==> src/rtl/io_display_port.sv <==
// ============================================================================
// Module      : io_display_port
// Description : Memory-mapped display/LED output port on the CPU data bus.
//               Decodes writes in the upper address half (address[15]=1).
//               Holds a 16-bit display value, 3 control bits and a 10-bit LED
//               word. Drives four active-low 7-segment digits with
//               leading-zero blanking and a prescaled blink.
//               Provides a combinational read-back path for the top level.
// Revision    : 1.0 - initial release
// ============================================================================
`default_nettype none

module io_display_port #(
    parameter int BLINK_DIV = 25000000
) (
    input  logic        clock,
    input  logic        reset_n,
    input  logic [15:0] address,
    input  logic [31:0] data,
    input  logic        wren,
    output logic        io_sel,
    output logic [31:0] io_q,
    output logic [9:0]  LEDG,
    output logic [6:0]  HEX0_D,
    output logic [6:0]  HEX1_D,
    output logic [6:0]  HEX2_D,
    output logic [6:0]  HEX3_D
);

    // Register addresses, decoded on the full 16-bit bus address
    localparam logic [15:0] c_ADDR_DISP = 16'h8000;
    localparam logic [15:0] c_ADDR_CTRL = 16'h8001;
    localparam logic [15:0] c_ADDR_LED  = 16'h8002;

    // Control register reset value: display enabled, no blanking, no blink
    localparam logic [2:0]  c_CTRL_RST  = 3'b001;

    // Segment pattern with every segment off (active-low)
    localparam logic [6:0]  c_SEG_OFF   = 7'h7F;

    // Blink prescaler counter sizing
    localparam int c_CNT_W = (BLINK_DIV > 1) ? $clog2(BLINK_DIV) : 1;
    localparam logic [c_CNT_W-1:0] c_CNT_MAX = c_CNT_W'(BLINK_DIV - 1);

    // Architectural state
    logic [15:0]        r_disp;
    logic [2:0]         r_ctrl;
    logic [9:0]         r_led;
    logic [c_CNT_W-1:0] r_blink_cnt;
    logic               r_blink_phase;
    logic [6:0]         r_hex [4];

    // Decoded write strobes
    logic w_wr_disp;
    logic w_wr_ctrl;
    logic w_wr_led;

    // Per-digit display pipeline signals
    logic [6:0] w_seg      [4];
    logic [6:0] w_hex_next [4];
    logic [3:0] w_zero;
    logic [3:0] w_blank;
    logic       w_all_off;

    // Hex digit to active-low {g,f,e,d,c,b,a} segment pattern
    function automatic logic [6:0] seg7(input logic [3:0] nib);
        logic [6:0] s;
        case (nib)
            4'h0: s = 7'h40;
            4'h1: s = 7'h79;
            4'h2: s = 7'h24;
            4'h3: s = 7'h30;
            4'h4: s = 7'h19;
            4'h5: s = 7'h12;
            4'h6: s = 7'h02;
            4'h7: s = 7'h78;
            4'h8: s = 7'h00;
            4'h9: s = 7'h10;
            4'hA: s = 7'h08;
            4'hB: s = 7'h03;
            4'hC: s = 7'h46;
            4'hD: s = 7'h21;
            4'hE: s = 7'h06;
            default: s = 7'h0E;
        endcase
        return s;
    endfunction

    // Full-address write decode; the address comparison implies address[15]=1
    always_comb begin
        w_wr_disp = wren && (address == c_ADDR_DISP);
        w_wr_ctrl = wren && (address == c_ADDR_CTRL);
        w_wr_led  = wren && (address == c_ADDR_LED);
    end

    // Register file writes; unused data bits are simply not stored
    always_ff @(posedge clock or negedge reset_n) begin
        if (!reset_n) begin
            r_disp <= '0;
            r_ctrl <= c_CTRL_RST;
            r_led  <= '0;
        end else begin
            if (w_wr_disp) r_disp <= data[15:0];
            if (w_wr_ctrl) r_ctrl <= data[2:0];
            if (w_wr_led)  r_led  <= data[9:0];
        end
    end

    // Free-running blink prescaler; a CTRL write restarts it and beats a wrap
    always_ff @(posedge clock or negedge reset_n) begin
        if (!reset_n) begin
            r_blink_cnt   <= '0;
            r_blink_phase <= 1'b0;
        end else if (w_wr_ctrl) begin
            r_blink_cnt   <= '0;
            r_blink_phase <= 1'b0;
        end else if (r_blink_cnt == c_CNT_MAX) begin
            r_blink_cnt   <= '0;
            r_blink_phase <= ~r_blink_phase;
        end else begin
            r_blink_cnt   <= r_blink_cnt + c_CNT_W'(1);
        end
    end

    // Whole-display blanking: disabled, or blink active in its off phase
    always_comb begin
        w_all_off = !r_ctrl[0] || (r_ctrl[2] && r_blink_phase);
    end

    // Leading-zero blanking: a digit blanks only if it and all higher digits are zero
    always_comb begin
        w_blank    = 4'b0000;
        w_blank[3] = r_ctrl[1] && w_zero[3];
        w_blank[2] = w_blank[3] && w_zero[2];
        w_blank[1] = w_blank[2] && w_zero[1];
    end

    // Per-digit decode and final output selection
    for (genvar k = 0; k < 4; k++) begin : g_digit
        assign w_zero[k]     = (r_disp[4*k +: 4] == 4'h0);
        assign w_seg[k]      = seg7(r_disp[4*k +: 4]);
        assign w_hex_next[k] = (w_all_off || w_blank[k]) ? c_SEG_OFF : w_seg[k];
    end

    // Segment outputs are registered one edge behind the register state
    always_ff @(posedge clock or negedge reset_n) begin
        if (!reset_n) begin
            for (int i = 0; i < 4; i++) begin
                r_hex[i] <= c_SEG_OFF;
            end
        end else begin
            for (int i = 0; i < 4; i++) begin
                r_hex[i] <= w_hex_next[i];
            end
        end
    end

    // Combinational read-back for the CPU read data mux
    always_comb begin
        case (address)
            c_ADDR_DISP: io_q = {16'h0000, r_disp};
            c_ADDR_CTRL: io_q = {29'h0, r_ctrl};
            c_ADDR_LED:  io_q = {22'h0, r_led};
            default:     io_q = 32'h0000_0000;
        endcase
    end

    assign io_sel = address[15];
    assign LEDG   = r_led;
    assign HEX0_D = r_hex[0];
    assign HEX1_D = r_hex[1];
    assign HEX2_D = r_hex[2];
    assign HEX3_D = r_hex[3];

endmodule

`default_nettype wire

==> config.mk <==
export PLATFORM = sky130hd
export DESIGN_NAME = io_display_port
export DESIGN_NICKNAME = d
export VERILOG_FILES = /design/src/rtl/io_display_port.sv
export SDC_FILE = /design/constraint.sdc
export NUM_CORES = 1
export LEC_CHECK = 0
export BUFFER_PORTS_ARGS = -buffer_cell sky130_fd_sc_hd__buf_2
export CORE_ASPECT_RATIO = 1.4
export CORE_MARGIN = 5
export CORE_UTILIZATION = 25
export DETAILED_ROUTE_END_ITERATION = 10
export GPL_TIMING_DRIVEN = 0
export PLACE_DENSITY = 0.43
export SLEW_MARGIN = 10
export SYNTH_ARGS = -nofsm -noshare
export SYNTH_HDL_FRONTEND = slang
export SYNTH_SLANG_ARGS = --single-unit
==> constraint.sdc <==
create_clock -name clock -period 5.6 [get_ports clock]
set_input_delay 1.12 -clock clock [delete_from_list [all_inputs] [get_ports clock]]
set_output_delay 1.12 -clock clock [all_outputs]
set_load 0.02 [all_outputs]
Yosys cells after proc, flatten, opt, wreduce, memory -nomap -nowiden. Memory sizes are Yosys's and may differ from the RTL's. Cells that the tools add are included.

$add $sub $neg: 1. Multiply operators: 0. Div/mod/pow operators: 0. $lt $le $gt $ge: 0. Eq/ne operators: 4. Shifts and indexed selects: 0. Mux-type cells: 9. Bitwise logic cells: 1. Reductions and logical operators: 16.

Operators by type and width (number): $mux W25 (2); $eq A16 B16 Y1 const B (3); $pmux W16 S3 (1); $mux W7 (4); $add A25 B1 Y25 const B (1); $eq A25 B25 Y1 const B (1); $logic_not A4 Y1 (3); $logic_and A1 B1 Y1 (7); $logic_or A1 B1 Y1 (4); $mux W1 (2); $reduce_bool A2 Y1 (1); $logic_not A1 Y1 (1); $not A1 Y1 (1).

Register bits after elaboration: 83. Bits in latches: 0. Bits in writable memories: 0. ROM bits: 448. Input bits: 51. Logic and storage cells: 44. Memories kept: 4.

Memories: (name not given) (words 16, width 7, rd ports 1, clocked after Yosys merged registers in 0, write ports 0, RTL line 68) `case (nib)`; (name not given) (words 16, width 7, rd ports 1, clocked after Yosys merged registers in 0, write ports 0, RTL line 68); (name not given) (words 16, width 7, rd ports 1, clocked after Yosys merged registers in 0, write ports 0, RTL line 68); (name not given) (words 16, width 7, rd ports 1, clocked after Yosys merged registers in 0, write ports 0, RTL line 68).

Depth between registers and ports, before layout.
Depth in word-level cells: 6. Gate-level depth with buffers: 6.

Least setup slack after synthesis. No wires, ideal clock.

Path type: input to output. Start: in address[0]. End: out io_q[0]. Arrival: 2374 ps. Data required time: 4480 ps. Path slack: 2106 ps. Cell stages on the path: 5. Buffers on the path: 2. Path through: clkbuf_1 nor4b_1 and4_1 clkbuf_1 a22o_1.

Word-level cells in the longest chain between the ends: 2.

RTL lines: from (decl) (RTL line 18) `input logic [15:0] address,`; $eq A16 B16 Y1 (RTL line 160) `case (address)`; $pmux W16 S3 * (RTL line 160); to (decl) (RTL line 22) `output logic [31:0] io_q,`.

Every way passes the cells marked *; elsewhere a longest branch is shown, timed or not.

Final worst setup path.
Start: in address[8]. End: out io_q[3].

The elaborated chain is that of the path after synthesis.

==> reports/summary.txt <==
r2r startpoint: r_disp[12]$_DFFE_PN0P_
IO buf count: 88
min-delay worst type: reg -> reg
Synth Register Bits: 83
largest cells by area after synthesis: dfrtp_1, dfstp_2, ha_1
CTS tree: built
Sw Share: 21.9%
crit path kind: in -> out
Slew headroom: 55.6%
layout net count: 631
Die Y: 171 um
Post-CTS Setup Bufs: 0
synthesized area: 0.00463 mm2
startpoint types: primary input
Setup Viol. Count Final: 0
gr usage total: 11.1%
antenna violations before repair: 1
Yosys cell types: 55
TritonCTS buffer count: 9
CTS Sinks: 83
FF-to-FF End: HEX1_D[3]$_DFF_PN1_
number of enable flip-flop cells after synthesis: 0
post-synth top area cell: dfrtp_1
outcome: completed
Worst EP required: 4.48 ns
Critical Path AT: 2.95 ns
Hold Violations, Final: 0
Worst Setup EP: io_q[3]
DP HPWL: 9110 um
DRT Pass-1 Iters: 4
clk root buf: clkbuf_16
FP Rows: 59
Antenna Cells: 0
fill cell count: 1,909
Critical Path, Cell by Cell: buf_2, nor4_2, nand4_1, nor2_1, clkbuf_1, a22o_1, buf_2
post-synth top area share: 29.2%
depth of the CTS H-tree: 3
Worst Skew: 0.00973 ns
ANT nets after route: 0
prevailing post-synth register cell: dfrtp_1
f_max: 245 MHz
DR vias/cell: 4.45
Starting DRT DRC Count: 232
sequential fraction of the synthesis area: 45.6%
first-pass GRT wire length: 19,300 um
GR Overflow Total: 0
Tcrit/Tclk final: 72.7%
number of remaining DRC errors: 0
hold_buf cts: 0
Ys Warns: 0
Slew @ Worst Pin: 0.657 ns
area of the multi-input gates: 0.00228 mm2
NetSw: 303 uW
most frequent cell after synthesis: dfrtp_1
LEAKAGE: 2.47 nW
share of cells above drive strength 1: 34.0%
cell mode on critical path: buf_2
CP max stage delay: 0.48 ns
later-pin clock latency in the skew report: 0.33 ns
crit path max fanout: 10
maximum VDD drop: 0.000160 V
Die X: 125 um
Reg2Reg Setup Slack: 3.38 ns
PwrDens: 238 mW/mm2
post-route cell area: 0.00581 mm2
Mean Syn Cell Area: 10.5 um2
Post-synth top cells: dfrtp_1, nand2_1, nor2_1
Post-synth ARST share: 100%
DR WL/cell: 14.6 um
Seq pwr share: 45.3%
Gate power share: 5.4%
CP endpoint kind: primary output
io pins: 122
RD Place Congestion: 0.806
R2R cell count: 6
post-CTS sizing: 0
Syn Inst Count: 441
Worst path slowest cell: clkbuf_1
Initial Util: 25.2%
DIE AREA: 0.0214 mm2
Post-Route WL: 11,700 um
total area of sequential cells: 0.00211 mm2
clock buffer depth: 2
vias in the first global route: 3,699
Slew Viols, Final: 0
total of max-cap violations: 0
Critical path origin: address[8]
Via Count: 3,586
Tmin final: 4.07 ns
Core ar.: 0.0184 mm2
dpl cell area: 0.00547 mm2
clock share of power: 49.3%
RSZ-0062 raised after global routing: false
Layout area overhead: 25.4%
largest net degree at the start of global routing: 63
CTS clk-pin slew, worst paths: 0.06 ns
Cell Int Power: 1.08 mW
setup TNS: 0 ns
==> critical path, delay by kind of cell <==
family / cells / cell delay [ns]
buffers and inverters: 3 / 0.75
AO/OA/AOI/OAI: 1 / 0.23
AND/OR/NAND/NOR: 3 / 0.85
==> stage by stage <==
step	worst slack (ns)	util, %	hold slack [ns]	power [mW]	std cells
detailed placement	1.49	29.7	0.475	0.714	789
global route	1.32	31.6	0.511	1.44	805
CTS	1.49	31.6	0.485	1.41	805
finish	1.53	31.6	0.481	1.38	805
floorplan	2.11	-	0.453	0.675	456
global placement	1.52	29.6	0.473	0.709	788
==> state kept, by name, summed over array words and instances (netlist names) <==
name and cells:
HEX0_D 7, HEX1_D 7, HEX2_D 7, HEX3_D 7
LEDG 10, r_blink_cnt 25, r_blink_phase 1, r_ctrl 3
r_disp 16
==> cell type report <==
cell class / count / share of cell area (%)
clock inverter: 6 / 1.96
tap: 244 / 5.26
multi-input combinational: 319 / 39.2
buffer: 40 / 4.27
clock buffer: 10 / 3.94
inverter: 14 / 0.905
timing repair buffer: 89 / 8.10
sequential: 83 / 36.4
==> power by group through the flow <==
| stage | Sequential (mW) | Clock (mW) | Combinational [mW] |
|---|---|---|---|
| 2_1_floorplan | 0.633 | 0 | 0.0416 |
| 3_3_place_gp | 0.637 | 0 | 0.0721 |
| 3_5_place_dp | 0.637 | 0 | 0.0767 |
| 4_1_cts | 0.627 | 0.703 | 0.0769 |
| 5_1_grt | 0.629 | 0.728 | 0.0852 |
| 6_report | 0.627 | 0.683 | 0.0750 |
==> how the worst min path moves through the flow <==
stage / slack, ns / depth (start not counted) / start / to
CTS: 0.49 / 1 / r_blink_cnt[0]$_DFF_PN0_ / r_blink_cnt[0]$_DFF_PN0_
floorplan: 0.45 / 1 / r_blink_cnt[0]$_DFF_PN0_ / r_blink_cnt[0]$_DFF_PN0_
finish: 0.48 / 1 / r_blink_cnt[0]$_DFF_PN0_ / r_blink_cnt[0]$_DFF_PN0_
global route: 0.51 / 1 / r_blink_cnt[0]$_DFF_PN0_ / r_blink_cnt[0]$_DFF_PN0_
global placement: 0.47 / 1 / r_blink_cnt[0]$_DFF_PN0_ / r_blink_cnt[0]$_DFF_PN0_
detailed placement: 0.48 / 1 / r_blink_cnt[0]$_DFF_PN0_ / r_blink_cnt[0]$_DFF_PN0_
==> cell families (layout without fill, tap and decap cells) <==
group	count (synthesis)	in the layout	share of synthesized area [%]
compound gates	85	85	12.8
xor+xnor	14	14	2.65
fa+ha+maj	24	24	6.48
buf+inv	54	159	6.48
flops	83	83	45.6
mux	34	34	8.21
other cells	1	16	0.0809
simple gates	146	146	17.7
==> cells in the final DEF, fill, tap and decap left out, drive strengths merged, types with 3 or more instances in the layout <==
cell    instances
buf           110
dfrtp          54
nand2          39
mux2           32
nor2           31
dfstp          29
clkbuf         28
o211ai         24
ha             24
conb           16
inv            14
a21oi          14
o21ai          13
xnor2          12
nand3          12
a22o           10
nand2b          8
nor3            7
nand4           7
o31ai           6
o21a            6
or3             6
or4             6
and2            5
o311ai          5
nor4b           5
nor4            5
nand3b          4
nor2b           3
bufinv          3
and4            3
==> metal layers <==
metal  share of wire [%]  track usage, %  wire [um]  up-vias
met5                0.11               0         13        -
met1                  40            12.6       4750     1708
li1                    -               -          -     1782
met3                 4.5            2.84        533       14
met4                 1.2            3.30        144        2
met2                  54            20.4       6310       80
(Power assumes the default switching activity.)
